--- config.mk ---
export PLATFORM = sky130hd
export DESIGN_NAME = fetch_unit
export DESIGN_NICKNAME = d
export VERILOG_FILES = /design/src/rtl/fetch_unit.sv
export SDC_FILE = /design/constraint.sdc
export NUM_CORES = 1
export LEC_CHECK = 0
export CAP_MARGIN = 30
export CORE_MARGIN = 4
export CORE_UTILIZATION = 39
export DETAILED_ROUTE_END_ITERATION = 16
export GPL_TIMING_DRIVEN = 0
export PLACE_DENSITY_LB_ADDON = 0.2
export SLEW_MARGIN = 20
export SYNTH_ARGS = -nofsm -noshare
export SYNTH_HDL_FRONTEND = slang
export SYNTH_SLANG_ARGS = --single-unit
--- constraint.sdc ---
create_clock -name clk -period 12 [get_ports clk]
set_clock_uncertainty 0.2 [all_clocks]
set_input_delay 2.4 -clock clk [delete_from_list [all_inputs] [get_ports clk]]
set_output_delay 2.4 -clock clk [all_outputs]
set_load 0.05 [all_outputs]
--- src/rtl/fetch_unit.sv ---
`default_nettype none
// ============================================================================
//  Module      : fetch_unit
//  Description : Instruction fetch front end. A fetch PC issues single-beat
//                reads to a 1-cycle instruction memory, and responses are
//                buffered in a small circular queue that feeds decode through
//                a valid/ready handshake. Redirects flush the pipe.
//                Optional macro FETCH_BYPASS_EN presents a response directly
//                on out_* when the queue is empty (1-cycle fetch latency).
//  Revision    : 1.0  initial release
// ============================================================================
module fetch_unit #(
    parameter int                ADDR_W   = 64,
    parameter int                INST_W   = 32,
    parameter logic [ADDR_W-1:0] RESET_PC = ADDR_W'(64'h8000_0000),
    parameter int                PC_STEP  = 4,
    parameter int                FQ_DEPTH = 4
) (
    input  logic              clk,
    input  logic              rst,
    output logic              imem_req,
    output logic [ADDR_W-1:0] imem_addr,
    input  logic [INST_W-1:0] imem_rdata,
    input  logic              redir_valid,
    input  logic [ADDR_W-1:0] redir_pc,
    output logic              out_valid,
    input  logic              out_ready,
    output logic [ADDR_W-1:0] out_pc,
    output logic [INST_W-1:0] out_inst
);

    localparam int PTR_W = $clog2(FQ_DEPTH);
    localparam int CNT_W = PTR_W + 1;

    logic [ADDR_W-1:0] fpc_q, fpc_d;
    logic              infl_q, infl_d;
    logic [ADDR_W-1:0] infl_pc_q, infl_pc_d;
    logic [PTR_W-1:0]  wr_ptr_q, wr_ptr_d;
    logic [PTR_W-1:0]  rd_ptr_q, rd_ptr_d;
    logic [CNT_W-1:0]  count_q, count_d;

    logic [ADDR_W-1:0] pc_mem   [FQ_DEPTH];
    logic [INST_W-1:0] inst_mem [FQ_DEPTH];

    logic w_empty;
    logic w_credit;
    logic w_bypass;
    logic w_enq;
    logic w_deq;

    assign w_empty  = (count_q == '0);
    // Queue occupancy plus the outstanding read must leave room for the response.
    assign w_credit = ((count_q + CNT_W'(infl_q)) < CNT_W'(FQ_DEPTH));

    assign imem_req  = !rst && !redir_valid && w_credit;
    assign imem_addr = fpc_q;

`ifdef FETCH_BYPASS_EN
    assign w_bypass = infl_q && w_empty && !rst && !redir_valid;
`else
    assign w_bypass = 1'b0;
`endif

    assign out_valid = !w_empty || w_bypass;
    assign out_pc    = w_bypass ? infl_pc_q  : pc_mem[rd_ptr_q];
    assign out_inst  = w_bypass ? imem_rdata : inst_mem[rd_ptr_q];

    // A bypassed response that decode takes immediately never touches the queue.
    assign w_deq = out_valid && out_ready && !w_bypass;
    assign w_enq = infl_q && !(w_bypass && out_ready);

    always_comb begin
        fpc_d     = fpc_q;
        infl_d    = infl_q;
        infl_pc_d = infl_pc_q;
        wr_ptr_d  = wr_ptr_q;
        rd_ptr_d  = rd_ptr_q;
        count_d   = count_q;

        if (redir_valid) begin
            fpc_d    = redir_pc;
            infl_d   = 1'b0;
            wr_ptr_d = '0;
            rd_ptr_d = '0;
            count_d  = '0;
        end else begin
            infl_d = imem_req;
            if (imem_req) begin
                infl_pc_d = fpc_q;
                fpc_d     = fpc_q + ADDR_W'(PC_STEP);
            end
            if (w_enq) begin
                wr_ptr_d = wr_ptr_q + PTR_W'(1);
            end
            if (w_deq) begin
                rd_ptr_d = rd_ptr_q + PTR_W'(1);
            end
            count_d = count_q + CNT_W'(w_enq) - CNT_W'(w_deq);
        end
    end

    always_ff @(posedge clk) begin
        if (rst) begin
            fpc_q     <= RESET_PC;
            infl_q    <= 1'b0;
            infl_pc_q <= '0;
            wr_ptr_q  <= '0;
            rd_ptr_q  <= '0;
            count_q   <= '0;
        end else begin
            fpc_q     <= fpc_d;
            infl_q    <= infl_d;
            infl_pc_q <= infl_pc_d;
            wr_ptr_q  <= wr_ptr_d;
            rd_ptr_q  <= rd_ptr_d;
            count_q   <= count_d;
        end
    end

    // Payload storage needs no reset: count gates every read of it.
    always_ff @(posedge clk) begin
        if (!rst && !redir_valid && w_enq) begin
            pc_mem[wr_ptr_q]   <= infl_pc_q;
            inst_mem[wr_ptr_q] <= imem_rdata;
        end
    end

endmodule
`default_nettype wire
== Word-level counts from Yosys, hierarchy flattened ==
Memories as Yosys holds them, arrays and structs flattened. A register that Yosys moved wholly into a read port is not among the register bits.
Index checks and enable logic that the tools add are counted.
Word-level totals
  register bits after elaboration: 136
  bits in writable memories: 384
  input bits: 100
  word-level logic and storage cells: 34
  memories kept: 2
Operators by class
  add/subtract/negate cells: 5
  $lt $le $gt $ge: 1
  mux-type cells: 8
  bitwise gates (word level): 1
  reductions and logical operators: 11
Memories
  pc_mem: words 4, bits a word 64, read ports 1, clocked after memory_dff 1, write ports 1, line 42  | logic [ADDR_W-1:0] pc_mem [FQ_DEPTH];
  inst_mem: words 4, bits a word 32, read ports 1, clocked after memory_dff 1, write ports 1, line 43  | logic [INST_W-1:0] inst_mem [FQ_DEPTH];
Operators by type and width (number)
  2-to-1 mux 64 bit: 2
  adder 64 x 3 -> 64 bit, second input constant: 1
  2-to-1 mux 2 bit: 4
  adder 2 x 1 -> 2 bit, second input constant: 2
  logical AND 1 bit: 4
  adder 3 x 1 -> 3 bit: 1
  logical NOT 1 bit: 3
  logical NOT 3 bit: 1
  less-than comparator 3 bit, second input constant: 1
  subtractor 3 x 1 -> 3 bit: 1
  2-to-1 mux 1 bit: 2
  AND reduction 2 bit: 1
  nonzero test 2 bit: 1
  OR reduction 2 bit: 1
  NOT 1 bit: 1

== Logic depth before layout (Yosys ltp) ==
  depth in word-level cells: 5
  gate-level depth with buffers: 10
  gate-level depth less buffers: 8

== Worst setup path before layout ==
OpenSTA, ideal clock, no wires.
  path type: in2out
  from: input redir_valid
  to: output imem_req
  data arrival time: 3924 ps
  data required time: 9400 ps
  setup slack: 5476 ps
  stages on the path: 6
  path through: buf_2 nor2_1 nand2_1 inv_1 clkbuf_1 buf_1
On the way
  cells in the longest elaborated chain, start to end: 3
Ends and longest elaborated chain
  start, declared: line 24  | input logic redir_valid,
  logical NOT 1 bit: line 55  | assign imem_req = !rst && !redir_valid && w_credit;
  logical AND 1 bit (2 in a row): line 55
  end, declared: line 21  | output logic imem_req,
No other way between the ends.

== Final worst setup path ==
  from: input rst
  to: output imem_req
On the way
  cells in the longest elaborated chain, start to end: 3
Ends and longest elaborated chain
  start, declared: line 20  | input logic rst,
  logical NOT 1 bit: line 55
  logical AND 1 bit (2 in a row): line 55
No other way between the ends.

==> results.ini <==
[sta]
hold_slack_ns = 0.293
rsz0062_at_grt = false
relSlewSlack = 0.358
final_max_slew_viol_count = 0
max_freq_mhz = 119
hold_viol = 0
finalSetupViolations = 0
period_needed_ns = 8.39
period_share = 0.699
tightestPinTransition_ns = 0.963
finalSetupTns_ns = 0

[global_routing]
first_global_vias = 13331
gr-total-overflow = 0
grt_pass1_wl_mm = 88.6
gr-usage-all-layers = 0.209
antenna_found_initial = 0
grt_start_max_net_pins = 46

[pwr]
p_clk_frac = 0.421
p_int_uw = 3060
power_frac_seq = 0.504
peakVddDrop_mv = 0.103
comb_power_share = 0.075
switching_share = 0.233
p_leak_uw = 0.00873
p_switching_uw = 931
p_per_area_mw_per_mm2 = 153

[route]
routed_wirelength_mm = 60.7
vias = 13544
ant_nets = 0
wire_per_inst_um = 24.9
first_iter_violations = 1280
drc = 0
viasPerCell = 5.56
dr.pass1.iters = 5

[clock_tree]
clk_latency_ns = 0.61
cts-root-buf = clkbuf_16
cts_resized = 0
post-cts-setup-buffer-count = 0
cts.sinks = 522
cts_tree = built
ctsHoldBuffers = 0
cts_buffers = 54
clk_path_buf_depth = 3
h-tree-depth = 2
cts.clk_slew.worst_paths_ns = 0.07

[logic_synthesis]
yosys-top-cells-count = 384 x edfxtp_1, 179 x nand2_1, 138 x dfxtp_1
synth_seq_cells = 522
synth.area.top_cells = edfxtp_1 56%, dfxtp_1 13%, mux4_2 10%, nand2_1 3.3%, nand3_1 2.2%
synth_top_area_frac = 0.559
postSynthAreaPerCell_um2 = 15.0
yosys_warnings = 0
synthesis.nets = 1480
synth_area_mm2 = 0.0206
synth_ff_type = edfxtp_1
synth.distinct_cells = 68
synth_edf_count = 384
syn_inst = 1371
yosysMostFrequentCell = edfxtp_1
async_reset_ff_frac = 0
ys_seq_area_frac = 0.693
synth_top_area_cell = edfxtp_1

[layout]
area_growth_pct = 26.7
instances_no_fill = 2434
nFillCells = 4553
diodes = 0
design_area_mm2 = 0.0261
fin_nets = 1809
post-route-util = 0.499
layout-drive-gt1-share = 0.133

[setup_path]
r2r_start = infl_q
path_class = in -> out
r2r.worst_path.cells = 10
r2r_setup_slack_ns = 8.35
crit_arrival_ns = 5.79
start_kind = primary input
worstPathRequired_ns = 9.40
endpoint_kind = primary output
r2r-end = infl_pc_q[36]
cp_max_fo = 10

[floorplan]
die_area_mm2 = 0.0567
start_util = 0.393
die_w_um = 238
die-height_um = 238
coreArea_mm2 = 0.0524
rows = 84
pin_count = 262

[hold_path]
hp-start = infl_pc_q[42]
whs_path_depth = 0
hold_class = reg -> reg
holdPathEnd = pc_mem[1][42]

[placed_design]
dp_hpwl_mm = 41.7
dp_cells = 2326
gp_congestion = 0.912
io_buffers = 259
dpl-instance-area_mm2 = 0.0243

[outcome]
outcome = finished clean

[run]
cap_viol_max_count = 0

## flip-flops by register name, indices dropped and copies added, names as in the netlist, named ones only
name,cells
count_q,3
imem_addr,64
infl_pc_q,64
infl_q,1
inst_mem,128
pc_mem,256
rd_ptr_q,2
wr_ptr_q,2
## through the flow
stage / worst slack, ns / total power [uW]
global placement: 3.79 / 2340
floorplan: 5.48 / 2200
CTS: 3.72 / 4030
finish: 3.61 / 4000
global route: 3.54 / 4130
detailed placement: 3.73 / 2350
## per-layer routing
metal | part of all wire | track usage
met1 | 0.43 | 0.294
met2 | 0.45 | 0.323
met3 | 0.078 | 0.0488
met4 | 0.036 | 0.0716
met5 | 0 | 0
## area by class of cell
cell class	count	area [um^2]	area share
plain buffers	84	358	0.0137
repair buffers	273	2850	0.109
well taps	688	861	0.0329
clock buffers	80	1530	0.0585
clock inverters	22	254	0.00971
inverters	23	86.3	0.00330
flip-flops and latches	522	14300	0.547
multi-input cells	742	5920	0.226
## cells by family after synthesis
logic type,synth area share
AOI/OAI and AO/OA,0.0428
xor gates and xnor gates,0.0115
adders and majority gates,0.00546
buffers and inverters,0.0215
DFF,0.693
muxes,0.108
and+or+nand+nor,0.118
## placed cells by master, fill, tap and decap left out, types with 5 or more instances in the layout
cell,Yosys,final
xor2_1,5,5
a21oi_1,27,27
and4_1,19,19
buf_2,13,14
dfxtp_1,138,138
a311oi_1,5,5
a2111oi_1,5,5
and2_1,12,12
nor2_1,52,52
or3_1,15,15
clkdlybuf4s50_1,0,259
xnor2_1,22,22
clkbuf_8,0,8
clkinv_2,0,8
a31oi_1,14,14
o21ai_0,14,14
inv_1,23,23
buf_1,25,25
edfxtp_1,384,384
ha_1,9,9
clkbuf_16,0,54
or4_1,6,6
and3_1,14,10
nor3_1,12,12
o211ai_1,9,9
mux4_2,96,96
nor4_1,25,25
clkbuf_1,40,57
nand3_1,90,90
nand2_1,179,179
nand4_1,22,22
mux2i_1,6,6
a211oi_1,20,20
bufinv_16,0,5
## worst max-delay path by stage
stage / slack [ns] / to / cells after the start / startpoint
after CTS: 3.72 / imem_req / 7 / rst
after detailed placement: 3.73 / imem_req / 7 / rst
after global placement: 3.79 / pc_mem[1][40] / 3 / rst
final: 3.61 / imem_req / 7 / rst
after floorplan: 5.48 / imem_req / 6 / redir_valid
after global routing: 3.54 / imem_req / 7 / rst
## critical path: stages
cell and delay, ns:
clkbuf_1 0.19, nor2_1 0.60, nand2_1 0.32, inv_1 0.21, clkbuf_1 0.52, buf_1 0.62, clkdlybuf4s50_1 0.93
## power groups by stage
| stage | combinational, uW | clock [uW] | sequential (uW) |
|---|---|---|---|
| after floorplan | 115 | 0 | 2080 |
| after global placement | 294 | 0 | 2050 |
| after detailed placement | 298 | 0 | 2050 |
| after CTS | 299 | 1720 | 2010 |
| after global routing | 315 | 1800 | 2020 |
| final | 300 | 1680 | 2010 |
Note: power is estimated with default switching activity, not from simulation.
